<file path="config.mk">
export PLATFORM = sky130hd
export DESIGN_NAME = count_sequencer
export DESIGN_NICKNAME = d
export VERILOG_FILES = /design/src/rtl/count_seq_pkg.sv /design/src/rtl/count_core.sv /design/src/rtl/count_sequencer.sv
export SDC_FILE = /design/constraint.sdc
export NUM_CORES = 1
export LEC_CHECK = 0
export ABC_AREA = 1
export BUFFER_PORTS_ARGS = -buffer_cell sky130_fd_sc_hd__buf_4
export CAP_MARGIN = 20
export CORE_MARGIN = 1.5
export CORE_UTILIZATION = 49
export CTS_BUF_LIST = sky130_fd_sc_hd__clkbuf_16
export CTS_CLUSTER_SIZE = 28
export DETAILED_ROUTE_END_ITERATION = 8
export PLACE_DENSITY = 0.77
export SLEW_MARGIN = 10
export SYNTH_ARGS = -nofsm -noshare
export SYNTH_HDL_FRONTEND = slang
export SYNTH_HIERARCHICAL = 1
export SYNTH_SLANG_ARGS = --single-unit
</file>
<file path="constraint.sdc">
create_clock -name clk -period 1.9 [get_ports clk]
set_input_delay 0.095 -clock clk [delete_from_list [all_inputs] [get_ports clk]]
set_output_delay 0.095 -clock clk [all_outputs]
set_load 0.05 [all_outputs]
</file>
<file path="src/rtl/count_seq_pkg.sv">
// Shared state encoding and defaults for count_sequencer and its count_core datapath.
package count_seq_pkg;

  localparam int unsigned DEFAULT_WIDTH = 4;

  typedef enum logic [1:0] {
    IDLE = 2'd0,
    RUN  = 2'd1,
    HOLD = 2'd2,
    DONE = 2'd3
  } state_e;

  function automatic logic is_busy(input state_e s);
    return (s == RUN) || (s == HOLD);
  endfunction

endpackage

</file>
<file path="src/rtl/count_core.sv">
// Counter register with synchronous load and up/down step; load wins over enable.
module count_core import count_seq_pkg::*; #(
  parameter int unsigned WIDTH = DEFAULT_WIDTH
) (
  input  logic             i_clk,
  input  logic             i_rst_n,
  input  logic             i_load,
  input  logic [WIDTH-1:0] i_load_val,
  input  logic             i_en,
  input  logic             i_dir,
  output logic [WIDTH-1:0] o_count
);

  logic [WIDTH-1:0] r_count_q;
  logic [WIDTH-1:0] w_count_d;

  // Arithmetic wraps naturally modulo 2^WIDTH in both directions.
  always_comb begin
    w_count_d = r_count_q;
    if (i_load) begin
      w_count_d = i_load_val;
    end else if (i_en) begin
      w_count_d = i_dir ? (r_count_q - WIDTH'(1)) : (r_count_q + WIDTH'(1));
    end
  end

  always_ff @(posedge i_clk or negedge i_rst_n) begin
    if (!i_rst_n) begin
      r_count_q <= '0;
    end else begin
      r_count_q <= w_count_d;
    end
  end

  assign o_count = r_count_q;

endmodule

</file>
<file path="src/rtl/count_sequencer.sv">
// Start/stop/hold/reload count sequencer FSM driving a count_core datapath.
// Define COUNT_DOWN_EN to add the dir port (dir=1 counts down); otherwise up-count only.
module count_sequencer import count_seq_pkg::*; #(
  parameter int unsigned WIDTH = DEFAULT_WIDTH
) (
  input  logic             clk,
  input  logic             rst,
  input  logic             start,
  input  logic             stop,
  input  logic             hold,
  input  logic             reload,
  input  logic [WIDTH-1:0] start_val,
  input  logic [WIDTH-1:0] term_val,
`ifdef COUNT_DOWN_EN
  input  logic             dir,
`endif
  output logic [WIDTH-1:0] count,
  output logic             busy,
  output logic             done,
  output logic             tc
);

  state_e           r_state_q;
  state_e           w_state_d;
  logic             r_tc_q;
  logic             w_tc_d;
  logic             w_load;
  logic [WIDTH-1:0] w_load_val;
  logic             w_en;
  logic             w_dir;
  logic [WIDTH-1:0] w_count;

`ifdef COUNT_DOWN_EN
  assign w_dir = dir;
`else
  assign w_dir = 1'b0;
`endif

  // Stop overrides everything, including start in IDLE and the terminal check.
  always_comb begin
    w_state_d  = r_state_q;
    w_tc_d     = 1'b0;
    w_load     = 1'b0;
    w_load_val = start_val;
    w_en       = 1'b0;
    if (stop) begin
      w_state_d  = IDLE;
      w_load     = 1'b1;
      w_load_val = '0;
    end else begin
      case (r_state_q)
        IDLE: begin
          if (start) begin
            w_load    = 1'b1;
            w_state_d = RUN;
          end
        end
        RUN: begin
          if (hold) begin
            w_state_d = HOLD;
          end else if (w_count == term_val) begin
            if (reload) begin
              w_load = 1'b1;
              w_tc_d = 1'b1;
            end else begin
              w_state_d = DONE;
            end
          end else begin
            w_en = 1'b1;
          end
        end
        HOLD: begin
          if (!hold) begin
            w_state_d = RUN;
          end
        end
        DONE: begin
          w_state_d = IDLE;
        end
        default: begin
          w_state_d = IDLE;
        end
      endcase
    end
  end

  always_ff @(posedge clk or negedge rst) begin
    if (!rst) begin
      r_state_q <= IDLE;
      r_tc_q    <= 1'b0;
    end else begin
      r_state_q <= w_state_d;
      r_tc_q    <= w_tc_d;
    end
  end

  count_core #(
    .WIDTH(WIDTH)
  ) u_core (
    .i_clk     (clk),
    .i_rst_n   (rst),
    .i_load    (w_load),
    .i_load_val(w_load_val),
    .i_en      (w_en),
    .i_dir     (w_dir),
    .o_count   (w_count)
  );

  assign count = w_count;
  assign busy  = is_busy(r_state_q);
  assign done  = (r_state_q == DONE);
  assign tc    = r_tc_q;

endmodule

</file>
### After elaboration in Yosys (flattened, before gate mapping)

Cells that the tools add are included.

* add/subtract/negate cells: 1
* eq/ne operators: 8
* mux-type cells: 22
* reductions and logical operators: 4

Operators with widths (count)
* $mux W2: 6
* $mux W4: 3
* $mux W1: 11
* $ne A4 B4 Y1 const B: 2
* $pmux W2 S4: 1
* $ne A3 B3 Y1 const B: 2
* $add A4 B1 Y4 const B: 1
* $eq A2 B2 Y1 const B: 2
* $eq A4 B4 Y1: 1
* $reduce_and A4 Y1: 1
* $eq A2 B1 Y1 const B: 1
* $logic_not A2 Y1: 1
* $pmux W1 S2: 1
* $reduce_bool A2 Y1: 1
* $logic_or A1 B1 Y1: 1

* register bits: 7
* bits of input ports: 14
* output and inout port bits: 7
* word-level logic and storage cells: 38

### Longest topological paths before layout

* depth in word-level cells: 7
* gate-level depth with buffers: 12
* depth with buffers taken out: 12

### Hierarchy

The synthesis kept the hierarchy.

Modules (own cells, without submodules)
* count_sequencer: times used 1, cells each 68, area an instance 400.4 um^2
* count_core: times used 1, cells each 37, area an instance 299.0 um^2

### Worst setup path before layout

No wires, ideal clock.

* kind: flip-flop to flip-flop
* from: register u_core.r_count_q[0] (netlist: u_core/o_count[0])
* to: register u_core.r_count_q[1] (netlist: u_core/o_count[1])
* library setup time: 0.128 ns
* data arrival time: 1.508 ns
* required time: 1.772 ns
* slack: 0.264 ns
* stages on the path, launching flop included: 10
* clock period less this slack: 1.636 ns
* cells stage by stage: dfrtp_1 > inv_1 > nand2_1 > nand2_1 > nor2_2 > nand3_1 > nand2_1 > nor2_2 > a22oi_1 > o21ai_1

* longest elaborated chain between the ends: 6
* elaborated cells between the ends (all ways): 13

RTL lines
* from (decl): line count_core.sv:14 `logic [WIDTH-1:0] r_count_q;`
* from (signal assigned): line count_core.sv:31 `r_count_q <= w_count_d;`
* $eq A4 B4 Y1 *: line count_sequencer.sv:61 `end else if (w_count == term_val) begin`
* $mux W1 *: line count_sequencer.sv:61
* $mux W1 *: line count_sequencer.sv:59 `if (hold) begin`
* $pmux W1 S2 *: line count_sequencer.sv:51 `case (r_state_q)`
* $mux W1 *: line count_sequencer.sv:46 `if (stop) begin`
* via w_load: line count_sequencer.sv:27 `logic w_load;`
* $mux W4 or $reduce_bool A2 Y1 (tied branches)

Mark *: on every way through the listed nets, which the timed path passes. The rest lies on a longest branch. The select of a mux whose other input is x is not followed.
A chain may end at the register's enable or synchronous reset.

### Final worst setup path

* from: register r_state_q[1]
* to: register u_core.r_count_q[3] (netlist: u_core/o_count[3])

* longest elaborated chain between the ends: 4
* elaborated cells between the ends (all ways): 8

RTL lines
* from (decl): line count_sequencer.sv:23 `state_e r_state_q;`
* from (signal assigned): line count_sequencer.sv:92 `r_state_q <= w_state_d;`
* $eq A2 B1 Y1 or $logic_not A2 Y1 (tied branches): line count_sequencer.sv:51
* $pmux W1 S2 *: line count_sequencer.sv:51
* $mux W1 *: line count_sequencer.sv:46
* via w_load: line count_sequencer.sv:27
* $mux W4 or $reduce_bool A2 Y1 (tied branches)

Mark *: on every way through the listed nets, which the timed path passes. The rest lies on a longest branch.

==> impl_metrics.yaml <==
floorplan:
  num_io_pins: 21
  coreArea_mm2: 0.00132
  start_util_pct: 53.1
  dieWidth_um: 40.8
  dieArea_mm2: 0.00166
  die_y_um: 40.8
  rows: 13
clocking:
  htreeDepth: 1
  numClockSinks: 7
  clkTransAtPathRegs_ns: 0.04
  postCtsHoldBufs: 1
  cts-root-buf: "clkbuf_16"
  cts_tree: "done"
  clock_latency_ns: 0.23
  clk_path_buf_depth: 2
  postCtsSetupBuffers: 0
  cts-resized-gates: 0
  cts_inserted_buffers: 3
routing:
  wl_per_cell_um: 9.92
  drtPass1Iterations: 4
  vias: 663
  drtIter0Drc: 18
  totalWireLength_um: 1470
  route.detailed.drc: 0
  postRouteAntennaNets: 0
  viasPerCell: 4.48
placed_design:
  dp_cells: 143
  gp_congestion: 0.811
  place_hpwl_um: 1160
  port_buffers: 20
synthesis:
  synth_edf_count: 0
  synth_cell_types: 23
  yosysWarnings: 6
  ys_seq_area_share_pct: 25.0
  netlist_area_um2: 699
  synth_seq_cells: 7
  postSynthAreaPerCell_um2: 6.66
  synth-async-reset-ratio_pct: 100
  synthCells: 105
  synth-main-ff-cell: "dfrtp_1"
grt:
  grt_pass1_vias: 568
  grt-ovfl-total: 0
  grt_max_degree: 9
  grtUsageTotal_pct: 22.0
  grt_pass1_wl_um: 2370
  antenna_found_initial: 0
hold_path:
  hp-class: "input pin to register"
finish:
  diodes: 0
  fin_nets: 155
  syn_to_final_growth_pct: 37.4
  final_util_pct: 72.9
  multiInputGateArea_um2: 438
  drive_gt1_share_pct: 24.8
  stdcell_count: 148
  seqCellArea_um2: 175
  nFillCells: 98
  final_common_cell: "nand2_1"
  final_cell_mix: "31 x nand2_1, 23 x inv_1, 20 x buf_4"
sta:
  maxClockFrequency_mhz: 590
  rsz0062_at_grt: "no"
  fin_crit_ns: 1.70
  finalMaxSlewViolations: 0
  setup_violations: 0
  fin_worst_skew_ns: 0.00145
  hold_viol: 0
  finalSetupTns_ns: 0
  post-route-period-util_pct: 89.2
setup_path:
  cp_top_family: "simple AND/OR/NAND/NOR gates"
  critPathSlowestCell: "dfrtp_1"
  arrival_ns: 1.81
  critical_path_class: "register to register"
  cp-end-kind: "register"
  crit_path_cell_trace: "inv_1 -> ha_1 -> nand2_1 -> nor2_1 -> nand3_1 -> nand2_1 -> inv_2 -> nand2_1 -> inv_1 -> nand3_1 -> nand2_1"
  crit_path_max_incr_delay_ns: 0.41
  required_ns: 2.01
  path_buf_inv: 3
  critPathMostFrequentCell: "nand2_1"
  cp_max_fo: 6
  startpoint_type: "register"
power_and_ir_drop:
  peakVddDrop_v: 0.000678
  powerDensity_mw_per_mm2: 1250
  p_leak_nw: 0.560
flow_run:
  cap_viol_max_count: 0
run_status:
  status: "finished, final reports clean"
cell type report:
class / instances / area share [%]
multi-input combinational: 77 / 45.6
sequential: 7 / 18.2
timing repair buffer: 21 / 16.7
inverter: 24 / 9.37
clock buffer: 3 / 7.81
tap: 15 / 1.95
clock inverter: 1 / 0.391
cells by family after synthesis:
logic type                 after synthesis  synth area share [%]
buffers and inverters                   25                  14.5
AOI/OAI and AO/OA                       11                  10.0
and+or+nand+nor                         51                  32.6
other                                    1                 0.536
adders and majority gates                7                  13.6
xor gates and xnor gates                 3                  3.76
DFF                                      7                  25.0
routing by layer:
layer	track usage [%]	vias to the layer above	wire (µm)
li1	-	370	-
met1	30.1	275	712
met2	33.6	18	690
met3	6.52	0	65
met4	5.00	0	0
met5	0	-	0
synth_stat cells, types with 2 or more instances:
cell	instances	area (µm²)
ha_1	6	75.1
nand2_1	31	116
nor2_4	2	22.5
xor2_1	2	17.5
nor2_2	3	18.8
a22oi_1	3	22.5
nand3_1	5	25.0
a21oi_1	2	10.0
dfrtp_1	7	175
inv_2	2	7.51
inv_1	22	82.6
nand2_2	2	12.5
o21ai_1	2	10.0
nor2_1	7	26.3
sequential cells by signal (all words and copies together), names as in the netlist:
name            flops
r_state_q           2
tc                  1
u_core/o_count      4
report_power, final:
part           internal (mW)  leakage (nW)  switching (mW)
sequential             0.188        0.0915          0.0591
clock                  0.274        0.0423          0.0795
combinational          0.211         0.426           0.386
metrics by stage:
| step | power (mW) | setup slack [ns] | cell area [µm²] | hold slack, ns |
|---|---|---|---|---|
| 3_5_place_dp | 0.843 | 0.238 | 872 | -0.0864 |
| 5_1_grt | 1.28 | 0.0120 | 961 | 0.121 |
| 2_1_floorplan | 0.693 | 0.264 | 714 | -0.201 |
| 6_report | 1.20 | 0.204 | 961 | 0.111 |
| 4_1_cts | 1.20 | 0.209 | 961 | 0.113 |
| 3_3_place_gp | 0.825 | 0.344 | 872 | -0.0865 |
final timing paths:
path	start	endpoint	slack [ns]	depth (start not counted)
setup / recovery	r_state_q[1]	u_core/o_count[3]	0.20	11
hold / removal	stop	tc	0.11	2
setup reg to reg	r_state_q[1]	u_core/o_count[3]	0.20	11
hold reg to reg	r_state_q[0]	r_state_q[0]	0.56	2
max in group asynchronous	rst	r_state_q[1]	1.56	2
min in group asynchronous	rst	r_state_q[0]	0.22	2
Power figures use the tool's default switching activity.
